**src/rtl/lc3_regfile.sv**
```systemverilog
// LC-3 register file: eight general-purpose registers with two combinational read
// ports and one synchronous write port, plus the NZP condition-code register.
module lc3_regfile #(
   parameter int DATA_W = 16,
   parameter int ADDR_W = 3
) (
   input  logic              CLK,
   input  logic              RST,
   input  logic              LD_REG,
   input  logic [ADDR_W-1:0] DR,
   input  logic [DATA_W-1:0] D_IN,
   input  logic              LD_CC,
   input  logic [ADDR_W-1:0] SR1,
   input  logic [ADDR_W-1:0] SR2,
   output logic [DATA_W-1:0] SR1_OUT,
   output logic [DATA_W-1:0] SR2_OUT,
   output logic              N,
   output logic              Z,
   output logic              P
);

   localparam int NUM_REGS = 2 ** ADDR_W;

   logic [DATA_W-1:0] regs_r [NUM_REGS];
   logic [2:0]        nzp_r;
   logic [2:0]        nzp_next_s;

   // Two's-complement sign classification of a bus value as one-hot {N,Z,P}.
   function automatic logic [2:0] cc_of(input logic [DATA_W-1:0] value);
      logic [2:0] cc;
      if (value[DATA_W-1]) begin
         cc = 3'b100;
      end else if (value == {DATA_W{1'b0}}) begin
         cc = 3'b010;
      end else begin
         cc = 3'b001;
      end
      return cc;
   endfunction

   // Next condition code: reloaded from the bus only when LD_CC is set.
   always_comb begin
      nzp_next_s = nzp_r;
      if (LD_CC) begin
         nzp_next_s = cc_of(D_IN);
      end else begin
         nzp_next_s = nzp_r;
      end
   end

   // Register array and NZP state; reset overrides both load enables.
   always_ff @(posedge CLK) begin
      if (RST) begin
         for (int i = 0; i < NUM_REGS; i++) begin
            regs_r[i] <= {DATA_W{1'b0}};
         end
         nzp_r <= 3'b010;
      end else begin
         if (LD_REG) begin
            regs_r[DR] <= D_IN;
         end
         nzp_r <= nzp_next_s;
      end
   end

   // Reads have no write-through bypass: a write becomes visible after the edge.
   assign SR1_OUT = regs_r[SR1];
   assign SR2_OUT = regs_r[SR2];

   assign N = nzp_r[2];
   assign Z = nzp_r[1];
   assign P = nzp_r[0];

endmodule

```
**config.mk**
```make
export PLATFORM = sky130hd
export DESIGN_NAME = lc3_regfile
export DESIGN_NICKNAME = d
export VERILOG_FILES = /design/src/rtl/lc3_regfile.sv
export SDC_FILE = /design/constraint.sdc
export NUM_CORES = 1
export LEC_CHECK = 0
export CELL_PAD_IN_SITES_DETAIL_PLACEMENT = 1
export CELL_PAD_IN_SITES_GLOBAL_PLACEMENT = 1
export CORE_UTILIZATION = 45
export DETAILED_ROUTE_END_ITERATION = 10
export PLACE_DENSITY_LB_ADDON = 0.1
export SLEW_MARGIN = 5
export SYNTH_ARGS = -nofsm -noshare
export SYNTH_HDL_FRONTEND = slang
export SYNTH_SLANG_ARGS = --single-unit
export TNS_END_PERCENT = 50
```
**constraint.sdc**
```tcl
create_clock -name CLK -period 3.15 [get_ports CLK]
set_input_delay 0.63 -clock CLK [delete_from_list [all_inputs] [get_ports CLK]]
set_output_delay 0.63 -clock CLK [all_outputs]
set_load 0.02 [all_outputs]
```
## Word-level counts from Yosys, hierarchy flattened

Memory sizes are Yosys's and may differ from the RTL's.
Cells that the tools add are included.

- Bits in registers: 3
- Output and inout bits: 35
- Bits in latches: 0
- Memories kept: 1
- Bits in writable memories: 128
- Input bits: 29
- Bits in read-only memories: 0
- Logic and storage cells: 14

Memory list:

| memory | words | width | read ports | clocked after Yosys merged registers in | write ports | RTL line | text |
|---|---|---|---|---|---|---|---|
| regs_r | 8 | 16 | 2 | 0 | 8 | 24 | `logic [DATA_W-1:0] regs_r [NUM_REGS];` |

- Equal/unequal tests: 0
- $add $sub $neg: 0
- Shift-type cells: 0
- Bitwise operators: 0
- Multiplexer cells: 10
- Div/mod/pow operators: 0
- $mul: 0
- Magnitude comparators: 0
- Reduce and logical (&&, ||, !) cells: 2

Operators with widths:

| cell | count |
|---|---|
| 16-bit zero test | 1 |
| 16-bit two-way mux | 1 |
| 16-bit OR reduction | 1 |
| 1-bit two-way mux | 6 |
| 3-bit two-way mux | 2 |
| 2-bit two-way mux | 1 |

## Depth between registers and ports, before layout

Gate-level depths: netlist of the first run.

- Depth after elaboration: 5
- Gate-level depth with buffers: 5
- Depth with buffers taken out: 3

## Least setup slack after synthesis of the first run

Ideal clock, no wire load.

- Kind: input-to-reg
- Start point: input DR[1]
- End point: memory regs_r[1][0], enable pin
- Setup time: 0.411 ns
- Data required time: 2.739 ns
- Path slack: 0.375 ns
- Path buffers: 1
- Data arrival time: 2.364 ns
- Stages on the path: 3
- Path through: or3b_1 buf_6 o21ai_0

RTL lines:

| item | RTL line | text |
|---|---|---|
| from (decl) | 10 | `input logic [ADDR_W-1:0] DR,` |
| to (decl) | 24 |  |

## Final worst setup path of the first run

- Start point: input SR1[1]
- End point: output SR1_OUT[15]

- Cells in the longest elaborated chain, start to end: 1

RTL lines:

| item | RTL line | text |
|---|---|---|
| from (decl) | 13 | `input logic [ADDR_W-1:0] SR1,` |
| memory 8 x 16 bit | -- |  |
| to (decl) | 15 | `output logic [DATA_W-1:0] SR1_OUT,` |

No other way between the ends.

==> results of run 1 <==
cells by family (layout without fill, tap and decap cells):
family	Yosys count	count (layout)	synth area share
muxes	97	97	0.262
buffers and inverters	30	125	0.0259
and+or+nand+nor	151	151	0.141
AOI/OAI and AO/OA	9	9	0.00723
DFF	131	131	0.564
timing repair:
| action | CTS | global route |
|---|---|---|
| setup endpoints to repair | 32 | 0 |
| resized for setup | 2 | 0 |
| hold buffers | 0 | 0 |
sequential cells by signal (all words and copies together), names as in the netlist:
register / flops
nzp_r: 3
regs_r: 128
metal layers:
metal  track usage  up-vias
met1         0.338     2206
met3        0.0556       28
met4         0.101        0
met2         0.414      135
met5             0        -
li1              -     1790
worst max-delay path, stage by stage:
cell and delay [ps]:
dlygate4sd2_1 320, bufbuf_16 360, mux4_2 300, mux2_2 270, clkdlybuf4s50_1 550
power by group through the flow:
stage	Clock [mW]	Combinational (mW)	Sequential [mW]
2_1_floorplan	0	0.400	2.09
3_3_place_gp	0	0.687	2.10
3_5_place_dp	0	0.698	2.12
4_1_cts	1.89	0.713	2.08
5_1_grt	1.95	0.743	2.09
6_report	1.87	0.703	2.08
cells in the final DEF, fill, tap and decap left out, drive strengths merged:
cell type	netlist	routed
clkinv	0	10
a32o	1	1
nor3	2	2
dfxtp	3	3
nor4	4	4
clkinvlp	0	2
or2	2	2
mux2i	1	1
inv	2	2
o21ai	7	7
nand4	1	1
or3b	1	1
nand2b	3	3
a21oi	1	1
and2	128	128
clkdlybuf4s50	0	59
nand3b	1	1
buf	16	28
mux2	32	32
edfxtp	128	128
dlygate4sd2	0	2
clkbuf	12	18
bufinv	0	2
bufbuf	0	2
mux4	64	64
nor2	8	8
nand2	1	1
area by class of cell:
class | instances | area (um^2)
clock buffers | 18 | 429
clock inverters | 14 | 120
fillers | 1391 | 6240
inverters | 2 | 7.51
multi-input cells | 257 | 2840
flip-flops and latches | 131 | 3900
well taps | 184 | 230
repair buffers | 91 | 991
synth_stat cells (all sizes together), types with 2 or more instances:
master / count
and2: 128
nor4: 4
mux2: 32
nand2b: 3
nor2: 8
mux4: 64
or2: 2
dfxtp: 3
edfxtp: 128
o21ai: 7
inv: 2
nor3: 2
buf: 16
clkbuf: 12
final timing paths:
check,startpoint,to,slack [ps],cells past startpoint
max,SR1[1],SR1_OUT[15],80,5
min reg2reg,nzp_r[1]$_SDFFE_PP1P_,nzp_r[1]$_SDFFE_PP1P_,500,2
max reg2reg,nzp_r[1]$_SDFFE_PP1P_,nzp_r[1]$_SDFFE_PP1P_,2490,2
min,nzp_r[1]$_SDFFE_PP1P_,nzp_r[1]$_SDFFE_PP1P_,500,2
==> flow_metrics.env, run 1 <==
export IMPL_drtIter0Drc=318
export IMPL_gp_congestion=0.776
export IMPL_post_drt_wl_per_cell_um=26.7
export IMPL_worstHoldPathType="flop to flop"
export IMPL_rsz0062_at_grt="false"
export IMPL_final_core_util=0.577
export IMPL_gr_total_overflow=0
export IMPL_start_util=0.469
export IMPL_synthFlopType="edfxtp_1"
export IMPL_numCtsBuffers=17
export IMPL_ctsLongestPathBuffers=2
export IMPL_netlist_area_um2=6920
export IMPL_cts_tree="built"
export IMPL_yosysSeqAreaShare=0.564
export IMPL_worstSetupPathType="input port to primary output"
export IMPL_outcome="finished, final reports clean"
export IMPL_synth_edf_count=128
export IMPL_fp_dieH_um=126
export IMPL_timing_slew_headroom=0.610
export IMPL_syn2layout_area_growth_pct=23.1
export IMPL_final_cells=697
export IMPL_ant_nets=0
export IMPL_final_area_um2=8520
export IMPL_drv_cap=0
export IMPL_cellInternalPower_mw=3.54
export IMPL_synth_fp_nets=447
export IMPL_critical_path_required_ps=2520
export IMPL_clk_latency_ps=420
export IMPL_holdWs_ps=505
export IMPL_finalSetupTns_ps=0
export IMPL_antenna_found_initial=0
export IMPL_worst_pin_slew_ps=584
export IMPL_hold_viol=0
export IMPL_final_nets=529
export IMPL_yosys_top_cells_area="edfxtp_1 56%, mux4_2 21%, and2_1 12%"
export IMPL_skew_ps=0
export IMPL_routed_wl_met2_mm=9.22
export IMPL_dpl_instance_area_um2=7910
export IMPL_die_w_um=126
export IMPL_yosysUniqueCellTypes=26
export IMPL_grt_max_degree=17
export IMPL_io_buffers=63
export IMPL_vias=4159
export IMPL_leakage_nw=2.98
export IMPL_finalCriticalPeriod_ps=3070
export IMPL_wl_met3_mm=1.06
export IMPL_diodes=0
export IMPL_vias_per_cell=5.97
export IMPL_syn_avg_cell_area_um2=16.6
export IMPL_fmax_mhz=325
export IMPL_synth_seq_cells=131
export IMPL_synth_top_area_cell="edfxtp_1"
export IMPL_clock_sinks=131
export IMPL_comb_power_share=0.151
export IMPL_drc_errors=0
export IMPL_grt_pass1_wl_mm=28.6
export IMPL_yosysWarnings=0
export IMPL_dp_hpwl_mm=11.2
export IMPL_start_kind="input port"
export IMPL_cts_root_buf="clkbuf_16"
export IMPL_wl_met1_mm=7.95
export IMPL_path_clk_slew_ps=50
export IMPL_setup_viol=0
export IMPL_setup_ws_ps=76.9
export IMPL_path_max_fanout=16
export IMPL_dp_cells=663
export IMPL_htree_levels=4
export IMPL_drive_gt1_frac=0.314
export IMPL_worstSetupEndpointType="primary output"
export IMPL_switching_share=0.239
export IMPL_timing_final_crit_share=0.976
export IMPL_netlist_instances=418
export IMPL_core_um2=14800
export IMPL_fp_row_count=44
export IMPL_grt_pass1_vias=4658
export IMPL_drtPass1Iterations=4
export IMPL_top_layer="met4"
export IMPL_finalMaxSlewViolations=0
export IMPL_clkPwrFrac=0.401
export IMPL_io_pins=64
export IMPL_power_switching_mw=1.11
export IMPL_grt_use_total=0.256
export IMPL_worstPathArrival_ps=2440
export IMPL_die_area_um2=15900
export IMPL_cts_setup_buffers=0
export IMPL_ir_drop_v=0.000403
export IMPL_synth_top_area_frac=0.556
export IMPL_wirelength_mm=18.6
export IMPL_finalPower_mw=4.65
export IMPL_power_density_nw_per_um2=546
export IMPL_p_seq_frac=0.448
export IMPL_synth_async_reset_ratio=0
export IMPL_place_ws_ps=-85.8
(Power assumes the default switching activity.)
==> run 2, diff against run 1 <==
==> constraint.sdc (replaced) <==
create_clock -name CLK -period 3.15 [get_ports CLK]
set_input_delay 0.63 -clock CLK [delete_from_list [all_inputs] [get_ports CLK]]
set_output_delay 0.63 -clock CLK [all_outputs]
set_load 0.005 [all_outputs]
==> flow_metrics.env, run 2 (synthesis results as in run 1) <==
export IMPL_wirelength_mm=19.3
export IMPL_numCtsBuffers=17
export IMPL_cts_hold_buf=0
export IMPL_worstSetupEndpointType="primary output"
export IMPL_grt_pass1_wl_mm=28.3
export IMPL_clkPwrFrac=0.424
export IMPL_cts_setup_buffers=0
export IMPL_p_seq_frac=0.442
export IMPL_start_kind="input port"
export IMPL_gr_total_overflow=0
export IMPL_holdWs_ps=502
export IMPL_critPathTopFamily="buffers and inverters"
export IMPL_io_buffers=63
export IMPL_worstPathArrival_ps=2310
export IMPL_power_density_nw_per_um2=553
export IMPL_fmax_mhz=340
export IMPL_outcome="finished, final reports clean"
export IMPL_post_drt_wl_per_cell_um=27.7
export IMPL_reg_largest_list="regs_r x128, nzp_r x3"
export IMPL_fill_cells=1343
export IMPL_r2r_slack_ps=2480
export IMPL_hp_start="nzp_r[1]$_SDFFE_PP1P_"
export IMPL_leakage_nw=2.97
export IMPL_max_stage_delay_ps=530
export IMPL_worst_pin_slew_ps=582
export IMPL_grt_max_degree=33
export IMPL_path_max_fanout=6
export IMPL_rsz0062_at_grt="false"
export IMPL_worstReg2RegStart="nzp_r[0]$_SDFFE_PP0P_"
export IMPL_dp_hpwl_mm=11.5
export IMPL_ir_drop_v=0.000422
export IMPL_ant_nets=0
export IMPL_critPathSlowestCell="mux4_2"
export IMPL_top_register="regs_r"
export IMPL_syn2layout_area_growth_pct=23.2
export IMPL_grt_use_total=0.255
export IMPL_finalCriticalPeriod_ps=2940
export IMPL_ff_latch_area_um2=3900
export IMPL_cp_num_buf_inv=3
export IMPL_layout_common_cells="128 x and2_1, 128 x edfxtp_1, 64 x mux4_2, 59 x clkdlybuf4s50_1, 32 x mux2_2"
export IMPL_drtPass1Iterations=5
export IMPL_hold_depth=2
export IMPL_diodes=0
export IMPL_start_util=0.469
export IMPL_worstHoldPathType="flop to flop"
export IMPL_timing_slew_headroom=0.612
export IMPL_antenna_found_initial=0
export IMPL_cts_root_buf="clkbuf_16"
export IMPL_cellInternalPower_mw=3.63
export IMPL_critical_path_required_ps=2520
export IMPL_reg2reg_to="nzp_r[0]$_SDFFE_PP0P_"
export IMPL_drv_cap=0
export IMPL_multiInputGateArea_um2=2840
export IMPL_vias=4217
export IMPL_path_clk_slew_ps=60
export IMPL_largest_reg_flops=128
export IMPL_cts_tree="built"
export IMPL_fp_dieH_um=126
export IMPL_setup_ws_ps=209
export IMPL_drtIter0Drc=339
export IMPL_setup_viol=0
export IMPL_crit_path_cell_trace="buf_2 > buf_4 > mux4_2 > mux2_2 > clkdlybuf4s50_1"
export IMPL_die_w_um=126
export IMPL_die_area_um2=15900
export IMPL_core_um2=14800
export IMPL_ctsLongestPathBuffers=2
export IMPL_power_switching_mw=1.09
export IMPL_grt_pass1_vias=4552
export IMPL_final_nets=528
export IMPL_clock_sinks=131
export IMPL_io_pins=64
export IMPL_skew_ps=0
export IMPL_hold_path_end="nzp_r[1]$_SDFFE_PP1P_"
export IMPL_comb_power_share=0.134
export IMPL_worst_r2r_path_depth=1
export IMPL_fp_row_count=44
export IMPL_hold_viol=0
export IMPL_clk_latency_ps=420
export IMPL_finalMaxSlewViolations=0
export IMPL_vias_per_cell=6.06
export IMPL_switching_share=0.231
export IMPL_drive_gt1_frac=0.322
export IMPL_place_ws_ps=-4.11
export IMPL_worstSetupPathType="input port to primary output"
export IMPL_timing_final_crit_share=0.934
export IMPL_gp_congestion=0.771
export IMPL_htree_levels=4
export IMPL_drc_errors=0
## run 2: cell count changes in the layout (fill, tap and decap cells not counted), sizes merged
cell / change
dlygate4sd2: -1
bufbuf: -2
dlymetal6s2s: +1
bufinv: +1
clkinv: -3
clkinvlp: +3
## run 2: layer usage
layer | share of wire | up-vias | global-route usage
met5 | 0 | - | 0
met4 | 0.014 | 0 | 0.0879
met3 | 0.055 | 26 | 0.0412
met2 | 0.52 | 173 | 0.436
met1 | 0.41 | 2226 | 0.332
li1 | - | 1792 | -
## run 2: power by group through the flow
stage	clock, mW	sequential, mW	combinational (mW)
2_1_floorplan	0	2.09	0.329
3_3_place_gp	0	2.10	0.615
3_5_place_dp	0	2.12	0.626
4_1_cts	2.02	2.08	0.634
5_1_grt	2.08	2.09	0.667
6_report	2.00	2.08	0.630
## run 2: worst max-delay path by stage
| stage | start | end | cells after the start |
|---|---|---|---|
| after detailed placement | SR2[1] | SR2_OUT[5] | 5 |
| after CTS | SR1[1] | SR1_OUT[13] | 5 |
| final | SR1[0] | SR1_OUT[13] | 5 |
| after global placement | SR1[1] | SR1_OUT[4] | 5 |
| after floorplan | DR[1] | regs_r[1][0]$_SDFFCE_PN0P_ | 3 |
| after global routing | SR1[0] | SR1_OUT[13] | 5 |
## run 2: worst min-delay path: stages, from the launching register on
cell and delay (ps):
dfxtp_1 340, a21oi_1 70, o21ai_0 60
## run 2: cell type report
cell class,count,area share
Timing Repair Buffer,90,0.112
Sequential cell,131,0.458
Clock inverter,15,0.0195
Inverter,2,0.000881
Tap cell,184,0.0270
Clock buffer,17,0.0499
Multi-Input combinational cell,257,0.333
## run 2: timing repair
item | 4_1_cts | 5_1_grt
resized for setup | 1 | 1
gates cloned | 0 | 1
endpoints found under the setup margin | 1 | 4
## run 2: metrics by stage
stage,setup TNS [ps],instances,utilization,area [um^2],power [mW]
after floorplan,0,418,-,6920,2.42
after global placement,0,663,0.536,7910,2.72
after detailed placement,-4.11,663,0.536,7910,2.74
after CTS,0,695,0.576,8500,4.73
after global routing,0,696,0.578,8520,4.84
final,0,696,0.578,8520,4.71
==> run 3, diff against run 2 <==
--- a/config.mk
+++ b/config.mk
@@ -14,4 +14,3 @@
 export SYNTH_ARGS = -nofsm -noshare
 export SYNTH_HDL_FRONTEND = slang
 export SYNTH_SLANG_ARGS = --single-unit
-export TNS_END_PERCENT = 50
==> constraint.sdc (replaced) <==
create_clock -name CLK -period 2.8 [get_ports CLK]
set_input_delay 0.56 -clock CLK [delete_from_list [all_inputs] [get_ports CLK]]
set_output_delay 0.56 -clock CLK [all_outputs]
set_load 0.005 [all_outputs]
==> flow_metrics.env, run 3 (synthesis results as in run 1) <==
export IMPL_outcome="finished, final reports clean"
export IMPL_r2r_slack_ps=2100
export IMPL_drive_gt1_frac=0.328
export IMPL_die_w_um=126
export IMPL_critical_path_required_ps=2240
export IMPL_skew_ps=0
export IMPL_power_density_nw_per_um2=621
export IMPL_worstSetupPathType="input port to primary output"
export IMPL_finalCriticalPeriod_ps=2770
export IMPL_dpl_instance_area_um2=7950
export IMPL_gr_total_overflow=0
export IMPL_worstSetupEndpointType="primary output"
export IMPL_reg_largest_list="regs_r x128, nzp_r x3"
export IMPL_crit_path_cell_trace="clkbuf_4 > buf_4 > mux4_2 > mux2_2 > clkdlybuf4s50_1"
export IMPL_timing_final_crit_share=0.990
export IMPL_max_stage_delay_ps=520
export IMPL_clock_sinks=131
export IMPL_p_seq_frac=0.435
export IMPL_wl_met3_mm=1.10
export IMPL_clkPwrFrac=0.431
export IMPL_fp_dieH_um=126
export IMPL_syn2layout_area_growth_pct=25.6
export IMPL_wirelength_mm=19.3
export IMPL_clk_latency_ps=420
export IMPL_ir_drop_v=0.000452
export IMPL_io_buffers=63
export IMPL_grt_use_total=0.262
export IMPL_leakage_nw=3.09
export IMPL_antenna_found_initial=0
export IMPL_ff_latch_area_um2=3900
export IMPL_drtPass1Iterations=5
export IMPL_numCtsBuffers=17
export IMPL_finalMaxSlewViolations=0
export IMPL_cts_tree="built"
export IMPL_gp_congestion=0.743
export IMPL_worstHoldPathType="flop to flop"
export IMPL_wl_met1_mm=7.98
export IMPL_core_um2=14800
export IMPL_holdWs_ps=506
export IMPL_htree_levels=4
export IMPL_power_switching_mw=1.20
export IMPL_critPathSlowestCell="mux4_2"
export IMPL_io_pins=64
export IMPL_setup_viol=0
export IMPL_vias=4183
export IMPL_rsz0062_at_grt="true"
export IMPL_comb_power_share=0.135
export IMPL_fmax_mhz=361
export IMPL_layout_common_cells="128 x and2_1, 128 x edfxtp_1, 64 x mux4_2, 54 x clkdlybuf4s50_1, 32 x mux2_2"
export IMPL_die_area_um2=15900
export IMPL_cts_root_buf="clkbuf_16"
export IMPL_cts_hold_buf=0
export IMPL_ctsLongestPathBuffers=2
export IMPL_final_area_um2=8690
export IMPL_finalPower_mw=5.39
export IMPL_post_drt_wl_per_cell_um=27.4
export IMPL_vias_per_cell=5.96
export IMPL_drtIter0Drc=387
export IMPL_switching_share=0.223
export IMPL_top_layer="met4"
export IMPL_timing_slew_headroom=0.437
export IMPL_ant_nets=0
export IMPL_worstPathArrival_ps=2210
export IMPL_start_kind="input port"
export IMPL_hold_viol=0
export IMPL_path_max_fanout=6
export IMPL_top_register="regs_r"
export IMPL_critPathTopFamily="buffers and inverters"
export IMPL_cellInternalPower_mw=4.19
export IMPL_grt_pass1_vias=4617
export IMPL_cts_setup_buffers=0
export IMPL_drv_cap=0
export IMPL_finalSetupTns_ps=0
export IMPL_fill_cells=1350
export IMPL_grt_pass1_wl_mm=29.2
export IMPL_final_nets=534
export IMPL_routed_wl_met2_mm=9.95
export IMPL_grt_max_degree=20
export IMPL_path_clk_slew_ps=60
export IMPL_largest_reg_flops=128
export IMPL_dp_hpwl_mm=11.5
export IMPL_start_util=0.469
export IMPL_worst_pin_slew_ps=841
export IMPL_drc_errors=0
export IMPL_multiInputGateArea_um2=2840
export IMPL_fp_row_count=44
export IMPL_cp_num_buf_inv=3
export IMPL_diodes=0
## run 3: cell count changes in the layout (fill, tap and decap cells not counted), sizes merged, moves of 3 or more
cell	change
clkinvlp	-3
buf	+3
clkdlybuf4s50	-5
dlymetal6s2s	+4
## run 3: path summary, 6_finish.rpt
path	start	endpoint	cells after the start
setup / recovery	SR1[0]	SR1_OUT[14]	5
hold / removal	nzp_r[2]$_SDFFE_PP0P_	nzp_r[2]$_SDFFE_PP0P_	2
setup reg to reg	nzp_r[1]$_SDFFE_PP1P_	nzp_r[1]$_SDFFE_PP1P_	2
hold reg to reg	nzp_r[2]$_SDFFE_PP0P_	nzp_r[2]$_SDFFE_PP0P_	2
## run 3: worst reg2reg max path, stage by stage, from the launching register on
cell	delay, ps
dfxtp_1	320
a21oi_1	160
o21ai_0	100
## run 3: through the flow
stage	cells	setup WS [ps]	utilization
CTS	701	0.999	0.585
global route	702	-18.1	0.589
finish	702	27.5	0.589
floorplan	418	94.9	-
detailed placement	667	-200	0.539
global placement	667	-165	0.539
## run 3: area by class of cell
class	instances	area share
sequential	131	0.449
multi-input combinational	257	0.327
timing repair buffer	96	0.126
clock buffer	18	0.0494
tap	184	0.0265
clock inverter	14	0.0216
inverter	2	0.000864
## run 3: layer usage
layer | global-route usage | vias up
met4 | 0.0702 | 0
met1 | 0.350 | 2200
met2 | 0.447 | 161
li1 | - | 1803
met3 | 0.0438 | 19
met5 | 0 | -
## run 3: repair_timing
item | CTS | global route
gates cloned | 2 | 1
setup endpoints to repair | 32 | 17
resized for setup | 6 | 11
pin swaps | 0 | 0
## run 3: power by group through the flow
stage / sequential (mW) / combinational (mW) / clock (mW)
floorplan: 2.35 / 0.370 / 0
global placement: 2.36 / 0.702 / 0
detailed placement: 2.38 / 0.712 / 0
CTS: 2.34 / 0.732 / 2.35
global route: 2.36 / 0.771 / 2.42
finish: 2.34 / 0.725 / 2.32
